[src/rtl/usb_nrzi_tx.sv]
// USB transmit serializer: SYNC, LSB-first payload with bit stuffing, NRZI line coding and EOP.
// Define USB_TX_UNDERRUN_EN to add the tx_underrun port and the bit-stuff-error abort on underrun.
module usb_nrzi_tx #(
  parameter int LOW_SPEED = 0
) (
  input  logic       clock_in,
  input  logic       reset_n,
  input  logic       bit_clk,
  input  logic [7:0] tx_data,
  input  logic       tx_valid,
  input  logic       tx_last,
  output logic       tx_ready,
`ifdef USB_TX_UNDERRUN_EN
  output logic       tx_underrun,
`endif
  output logic       usb_dp,
  output logic       usb_dm,
  output logic       usb_oe,
  output logic       busy
);

  localparam logic J_DP = (LOW_SPEED == 0) ? 1'b1 : 1'b0;
  localparam logic J_DM = (LOW_SPEED == 0) ? 1'b0 : 1'b1;

  typedef enum logic [2:0] {
    ST_IDLE    = 3'd0,
    ST_SYNC    = 3'd1,
    ST_DATA    = 3'd2,
    ST_STUFF   = 3'd3,
    ST_ABORT   = 3'd4,
    ST_EOP_SE0 = 3'd5,
    ST_EOP_J   = 3'd6
  } state_t;

  logic [2:0] bit_sync_r;
  logic       bit_tick_s;
  state_t     state_r, state_s;
  logic [2:0] bit_cnt_r, bit_cnt_s;
  logic [2:0] ones_cnt_r, ones_cnt_s;
  logic [7:0] shift_r, shift_s;
  logic       last_r, last_s;
  logic       line_r, line_s;        // NRZI level, 1 = J
  logic       se0_s;
  logic       oe_s, busy_s;
  logic       load_s, end_s, underrun_s, abort_s, fin_s;
  logic       dp_r, dm_r, oe_r, busy_r;

  // bit_clk synchronizer plus rising-edge detector
  always_ff @(posedge clock_in or negedge reset_n) begin
    if (!reset_n) begin
      bit_sync_r <= 3'b000;
    end else begin
      bit_sync_r <= {bit_sync_r[1:0], bit_clk};
    end
  end

  assign bit_tick_s = bit_sync_r[1] & ~bit_sync_r[2];

  // Next-state and line symbol for the upcoming bit_tick; state names the symbol to emit next
  always_comb begin
    state_s    = state_r;
    bit_cnt_s  = bit_cnt_r;
    ones_cnt_s = ones_cnt_r;
    shift_s    = shift_r;
    last_s     = last_r;
    line_s     = line_r;
    se0_s      = 1'b0;
    oe_s       = 1'b1;
    busy_s     = 1'b1;
    load_s     = 1'b0;
    end_s      = 1'b0;
    underrun_s = 1'b0;
    case (state_r)
      ST_IDLE: begin
        ones_cnt_s = 3'd0;
        bit_cnt_s  = 3'd1;
        if (tx_valid) begin
          line_s  = 1'b0;            // first SYNC bit is a 0: J -> K
          state_s = ST_SYNC;
        end else begin
          line_s = 1'b1;
          oe_s   = 1'b0;
          busy_s = 1'b0;
        end
      end
      ST_SYNC: begin
        if (bit_cnt_r == 3'd7) begin
          ones_cnt_s = ones_cnt_r + 3'd1;
          load_s     = tx_valid;
          underrun_s = ~tx_valid;
          state_s    = ST_DATA;
          bit_cnt_s  = 3'd0;
        end else begin
          line_s     = ~line_r;
          ones_cnt_s = 3'd0;
          bit_cnt_s  = bit_cnt_r + 3'd1;
        end
      end
      ST_DATA: begin
        if (ones_cnt_r == 3'd6) begin
          line_s     = ~line_r;
          ones_cnt_s = 3'd0;
        end else begin
          shift_s    = {1'b0, shift_r[7:1]};
          line_s     = shift_r[0] ? line_r : ~line_r;
          ones_cnt_s = shift_r[0] ? (ones_cnt_r + 3'd1) : 3'd0;
          if (bit_cnt_r == 3'd7) begin
            end_s      = last_r;
            load_s     = ~last_r & tx_valid;
            underrun_s = ~last_r & ~tx_valid;
            bit_cnt_s  = 3'd0;
          end else begin
            bit_cnt_s = bit_cnt_r + 3'd1;
          end
        end
      end
      ST_STUFF: begin
        line_s     = ~line_r;
        ones_cnt_s = 3'd0;
        bit_cnt_s  = 3'd0;
        state_s    = ST_EOP_SE0;
      end
      ST_ABORT: begin
        ones_cnt_s = 3'd0;
        if (bit_cnt_r == 3'd6) begin
          bit_cnt_s = 3'd0;
          state_s   = ST_EOP_SE0;
        end else begin
          bit_cnt_s = bit_cnt_r + 3'd1;
        end
      end
      ST_EOP_SE0: begin
        se0_s  = 1'b1;
        line_s = 1'b1;
        if (bit_cnt_r == 3'd1) begin
          state_s = ST_EOP_J;
        end else begin
          bit_cnt_s = bit_cnt_r + 3'd1;
        end
      end
      ST_EOP_J: begin
        line_s  = 1'b1;
        state_s = ST_IDLE;
      end
      default: begin
        line_s  = 1'b1;
        oe_s    = 1'b0;
        busy_s  = 1'b0;
        state_s = ST_IDLE;
      end
    endcase

`ifdef USB_TX_UNDERRUN_EN
    abort_s = underrun_s;
    fin_s   = end_s;
`else
    abort_s = 1'b0;
    fin_s   = end_s | underrun_s;
`endif

    if (abort_s) begin
      state_s   = ST_ABORT;
      bit_cnt_s = 3'd0;
    end else if (fin_s) begin
      // a stuff bit still owed after the final data bit goes out before SE0
      state_s   = (ones_cnt_s == 3'd6) ? ST_STUFF : ST_EOP_SE0;
      bit_cnt_s = 3'd0;
    end else begin
      shift_s = load_s ? tx_data : shift_s;
      last_s  = load_s ? tx_last : last_s;
    end
  end

  assign tx_ready = bit_tick_s & load_s;

  // State and registered pad outputs, advanced once per bit_tick
  always_ff @(posedge clock_in or negedge reset_n) begin
    if (!reset_n) begin
      state_r    <= ST_IDLE;
      bit_cnt_r  <= 3'd0;
      ones_cnt_r <= 3'd0;
      shift_r    <= 8'h00;
      last_r     <= 1'b0;
      line_r     <= 1'b1;
      dp_r       <= J_DP;
      dm_r       <= J_DM;
      oe_r       <= 1'b0;
      busy_r     <= 1'b0;
    end else if (bit_tick_s) begin
      state_r    <= state_s;
      bit_cnt_r  <= bit_cnt_s;
      ones_cnt_r <= ones_cnt_s;
      shift_r    <= shift_s;
      last_r     <= last_s;
      line_r     <= line_s;
      dp_r       <= se0_s ? 1'b0 : (line_s ? J_DP : J_DM);
      dm_r       <= se0_s ? 1'b0 : (line_s ? J_DM : J_DP);
      oe_r       <= oe_s;
      busy_r     <= busy_s;
    end
  end

  assign usb_dp = dp_r;
  assign usb_dm = dm_r;
  assign usb_oe = oe_r;
  assign busy   = busy_r;

`ifdef USB_TX_UNDERRUN_EN
  logic underrun_r;

  // One-cycle pulse on the tick that emits the first abort bit
  always_ff @(posedge clock_in or negedge reset_n) begin
    if (!reset_n) begin
      underrun_r <= 1'b0;
    end else begin
      underrun_r <= bit_tick_s && (state_r == ST_ABORT) && (bit_cnt_r == 3'd0);
    end
  end

  assign tx_underrun = underrun_r;
`endif

endmodule

[config.mk]
export PLATFORM = sky130hd
export DESIGN_NAME = usb_nrzi_tx
export DESIGN_NICKNAME = d
export VERILOG_FILES = /design/src/rtl/usb_nrzi_tx.sv
export SDC_FILE = /design/constraint.sdc
export NUM_CORES = 1
export LEC_CHECK = 0
export CORE_AREA = 4 4 74 76
export CTS_BUF_LIST = sky130_fd_sc_hd__clkbuf_8
export CTS_CLUSTER_SIZE = 16
export DETAILED_ROUTE_END_ITERATION = 10
export DIE_AREA = 0 0 78 80
export PLACE_DENSITY = 0.56
export SLEW_MARGIN = 40
export SYNTH_ARGS = -nofsm -noshare
export SYNTH_HDL_FRONTEND = slang
export SYNTH_SLANG_ARGS = --single-unit
[constraint.sdc]
create_clock -name clock_in -period 5.6 [get_ports clock_in]
set_input_delay 1.12 -clock clock_in [delete_from_list [all_inputs] [get_ports clock_in]]
set_output_delay 1.12 -clock clock_in [all_outputs]
set_load 0.03 [all_outputs]
### Word level (Yosys, flattened, before mapping)

Cells that the tools add are included.
Widths: inputs -> output; s select.

| operators by class | value |
|---|---|
| bitwise logic cells | 10 |
| reductions and logical operators | 7 |
| mux-type cells | 44 |
| add/sub/neg operators | 2 |
| equal/unequal tests | 18 |

Operator list:

| operator | count |
|---|---|
| $mux 3 | 14 |
| $pmux 3 s6 | 2 |
| $mux 8 | 4 |
| $eq 3x3->1 const B | 7 |
| $mux 1 | 19 |
| $ne 3x3->1 const B | 6 |
| $pmux 3 s3 | 1 |
| $reduce_bool 7->1 | 1 |
| $add 3x1->3 const B | 2 |
| $eq 3x1->1 const B | 2 |
| $eq 3x2->1 const B | 2 |
| $pmux 1 s2 | 3 |
| $reduce_and 6->1 | 1 |
| $reduce_or 6->1 | 1 |
| $not 1->1 | 5 |
| $pmux 1 s5 | 1 |
| $and 1x1->1 | 4 |
| $reduce_and 4->1 | 1 |
| $logic_not 3->1 | 1 |
| $reduce_and 3->1 | 1 |
| $reduce_or 3->1 | 1 |
| $ne 2x2->1 const B | 1 |
| $or 1x1->1 | 1 |

| word-level totals | value |
|---|---|
| register bits | 25 |
| bits of input ports | 13 |

### Depth between registers and ports, before layout

| depth | value |
|---|---|
| word-level depth | 8 |
| gate-level depth with buffers | 8 |
| depth with buffers taken out | 7 |

### Worst setup path before layout

OpenSTA, ideal clock, no wires.

| timing path | value |
|---|---|
| path kind | reg-to-output |
| start | register bit_cnt_r[0] |
| end | output tx_ready |
| path slack | 2718 ps |
| cell stages (with the launch flop) | 7 |
| data arrival time | 1762 ps |
| required time | 4480 ps |
| path buffers | 1 |
| cells stage by stage | dfrtp_1 -> ha_1 -> ha_1 -> nor2b_1 -> and4_1 -> buf_6 -> and2_4 |

| between the ends | value |
|---|---|
| word-level cells in the longest chain between the ends | 5 |

RTL lines:

| item | RTL line | RTL |
|---|---|---|
| start: declaration | 38 | `logic [2:0] bit_cnt_r, bit_cnt_s;` |
| start signal: assignment | 191 | `bit_cnt_r <= bit_cnt_s;` |
| $eq 3x3->1 * | 87, 107 |  |
| $mux 1 | 107 | `if (bit_cnt_r == 3'd7) begin` |
| $mux 1 | 100 | `if (ones_cnt_r == 3'd6) begin` |
| $pmux 1 s2 * | 73 | `case (state_r)` |
| $and 1x1->1 * | 174 | `assign tx_ready = bit_tick_s & load_s;` |
| end: declaration | 12 | `output logic tx_ready,` |

Mark *: on every way between the ends. The rest lies on a longest branch, timed or not.

### Final worst setup path

| timing path | value |
|---|---|
| start | input tx_valid |
| end | output tx_ready |

| between the ends | value |
|---|---|
| word-level cells in the longest chain between the ends | 5 |

RTL lines:

| item | RTL line | RTL |
|---|---|---|
| start: declaration | 10 | `input logic tx_valid,` |
| $and 1x1->1 | 109 | `load_s = ~last_r & tx_valid;` |
| $mux 1 | 107 |  |
| $mux 1 | 100 |  |
| $pmux 1 s2 * | 73 |  |
| $and 1x1->1 * | 174 |  |

Marks and branches as above.

==> qor.txt <==
Mean Syn Cell Area: 10.2 sq um
Yosys reg bits: 25
Hold EP: bit_sync_r[1]
Leading area contributor after synthesis: dfrtp_1
Sequential element share of the synthesized area: 37.9%
Final ANT Viol Nets: 0
P_leak: 0.000783 uW
Layout cells sized above 1: 12.1%
# fillers: 467
HP Start: bit_sync_r[0]
Net Count, Synth: 182
Initial Utilization: 35.1%
Clk root buf: clkbuf_8
Max Slew Vio Count: 0
Remaining DRCs: 0
Critical path's top delay family: buffers and inverters
Overflow after GRT: 0
Final setup vio count: 0
WL per Instance: 15.0 um
Drt via density: 5.35
Synth Cell Area: 1660 sq um
Crit-path max cell delay: 670 ps
Final period util: 76.3%
Core area: 4720 sq um
Crit path time final: 4270 ps
Largest net degree at the start of global routing: 26
Clk_lat worst skew: 270 ps
R2R cell count: 6
Vias in the first global route: 1260
Antenna Cells: 0
CP max stage cell: clkdlybuf4s50_1
Post-Syn Instances: 163
Critical-path cell list: clkdlybuf4s50_1 -> and4_1 -> and2_4 -> clkdlybuf4s50_1
Initial antenna violation count: 0
CTS tree: built
TNS Setup: 0 ps
First-pass GRT wire length: 6130 um
Cts bufs inserted: 3
Slew headroom: 50.1%
Startpoint types: input port
Ys flop type: dfrtp_1
Top post-synthesis cells by area: dfrtp_1 (35%), mux2i_1 (4.8%), ha_1 (4.5%)
Commonest cells post-synth: dfrtp_1 (23), nor2_1 (10), o21ai_0 (10)
Slew @ Worst Pin: 748 ps
Arr. time, crit path: 3150 ps
Critical Path Most Common Cell: clkdlybuf4s50_1
Status: completed
Post-synth top area share: 34.7%
Clk pin slew, worst setup/hold paths: 80 ps
Asr flop ratio synth: 100%
Die X: 78 um
Most frequent cell after synthesis: dfrtp_1
Vias: 1283
Total Wirelength: 3610 um
Hold path cells: 0
Drt pass-1 iters: 4
RSZ-0062 raised after global routing: no
Critical Path Sink Type: output pin
1st-iter DRT viols: 56
Final Hold Fails: 0
Post-CTS Resized: 0
HPWL Detailed: 2610 um
DIE AREA: 6240 sq um
Worst min path class: reg -> reg
Worst-path maximum fanout: 9
Die Span Y: 80 um
Max-Cap Viols: 0
Nets@finish: 193
Fmax: 234 MHz
Final core occ: 39.8%
R2r startpoint: bit_cnt_r[0]
Area Overhead vs Synth: 13.3%
Yosys cell types: 54
Port Buffers: 17
Top Ports: 18
Clk buf depth: 2
Post-placement cell area: 1830 sq um
WP data required: 4480 ps
Max Clock Skew: 5.37 ps
Critical path buffers and inverters: 2
EDFF count, synth: 0
R2r setup slk: 2950 ps
Row Count: 25
Postcts setup bufs: 0
Ys Warns: 0
Reg2Reg Capture Point: last_r
Kind of critical path: in -> out
WHS: 356 ps
Power per Cell Area: 424 nW/um^2
Maximum vdd drop: 0.000142 V
Routability cong.: 0.837
Post-route design area: 1880 sq um
Total Power: 797 uW
Clock Sinks: 25
CTS H-tree lvls: 1
Hold_buf cts: 0
Gr usage total: 12.4%
worst max-delay path by stage:
stage	start	end	slack [ps]	cells after the start
final	tx_valid	tx_ready	1330	4
after global routing	bit_cnt_r[0]	tx_ready	1180	6
after CTS	tx_valid	tx_ready	1290	4
after detailed placement	tx_valid	tx_ready	1300	4
after global placement	tx_valid	tx_ready	1330	4
after floorplan	bit_cnt_r[0]	tx_ready	2720	6
power breakdown:
group	total [uW]	switching [uW]	internal (uW)	leakage, uW
Combinational	370	192	179	0.000436
Sequential	321	90.2	231	0.000320
Clock	105	56.3	49.1	0.0000269
Total	797	338	458	0.000783
kinds of logic (layout without fill, tap and decap cells):
group	count (synthesis)	in the layout	synth area share [%]
compound gates	55	55	26.4
xor+xnor	2	2	1.06
fa+ha+maj	6	6	4.52
buf+inv	17	27	5.81
flops	25	25	37.9
mux	10	10	6.41
simple gates	48	48	18.0
metrics by stage:
stage	std cells	setup slack, ps
CTS	240	1290
detailed placement	236	1300
finish	240	1330
global placement	236	1330
floorplan	163	2720
global route	240	1180
state kept, by name, indices dropped and copies added (netlist names):
register	cells
bit_cnt_r	3
shift_r	8
busy	1
ones_cnt_r	3
line_r	1
state_r	3
usb_dp	1
last_r	1
usb_dm	1
bit_sync_r	3
cell type report:
type	instances	area [sq um]	share of cell area, %
tap	67	83.8	4.46
sequential	25	628	33.4
clock inverter	1	3.75	0.200
multi-input combinational	121	935	49.7
timing repair buffer	17	165	8.79
clock buffer	3	41.3	2.20
inverter	6	22.5	1.20
cells in the final DEF, fill, tap and decap left out, types with 3 or more instances in the layout:
| master | instances |
|---|---|
| a21o_1 | 5 |
| a21oi_1 | 6 |
| a31oi_1 | 4 |
| and3_1 | 8 |
| clkbuf_8 | 3 |
| clkdlybuf4s50_1 | 16 |
| dfrtp_1 | 23 |
| ha_1 | 6 |
| inv_1 | 7 |
| mux2i_1 | 8 |
| nand2_1 | 5 |
| nand2b_1 | 4 |
| nor2_1 | 10 |
| nor2b_1 | 6 |
| o21ai_0 | 10 |
| o2bb2ai_1 | 8 |
layer usage:
layer / global-route usage, % / vias to the layer above / part of all wire, %
li1: - / 633 / -
met1: 16.3 / 619 / 46
met2: 20.1 / 27 / 49
met3: 3.61 / 4 / 4.5
met4: 2.62 / 0 / 0.80
met5: 0 / - / 0
No activity file was read; power rests on OpenSTA's default activity.
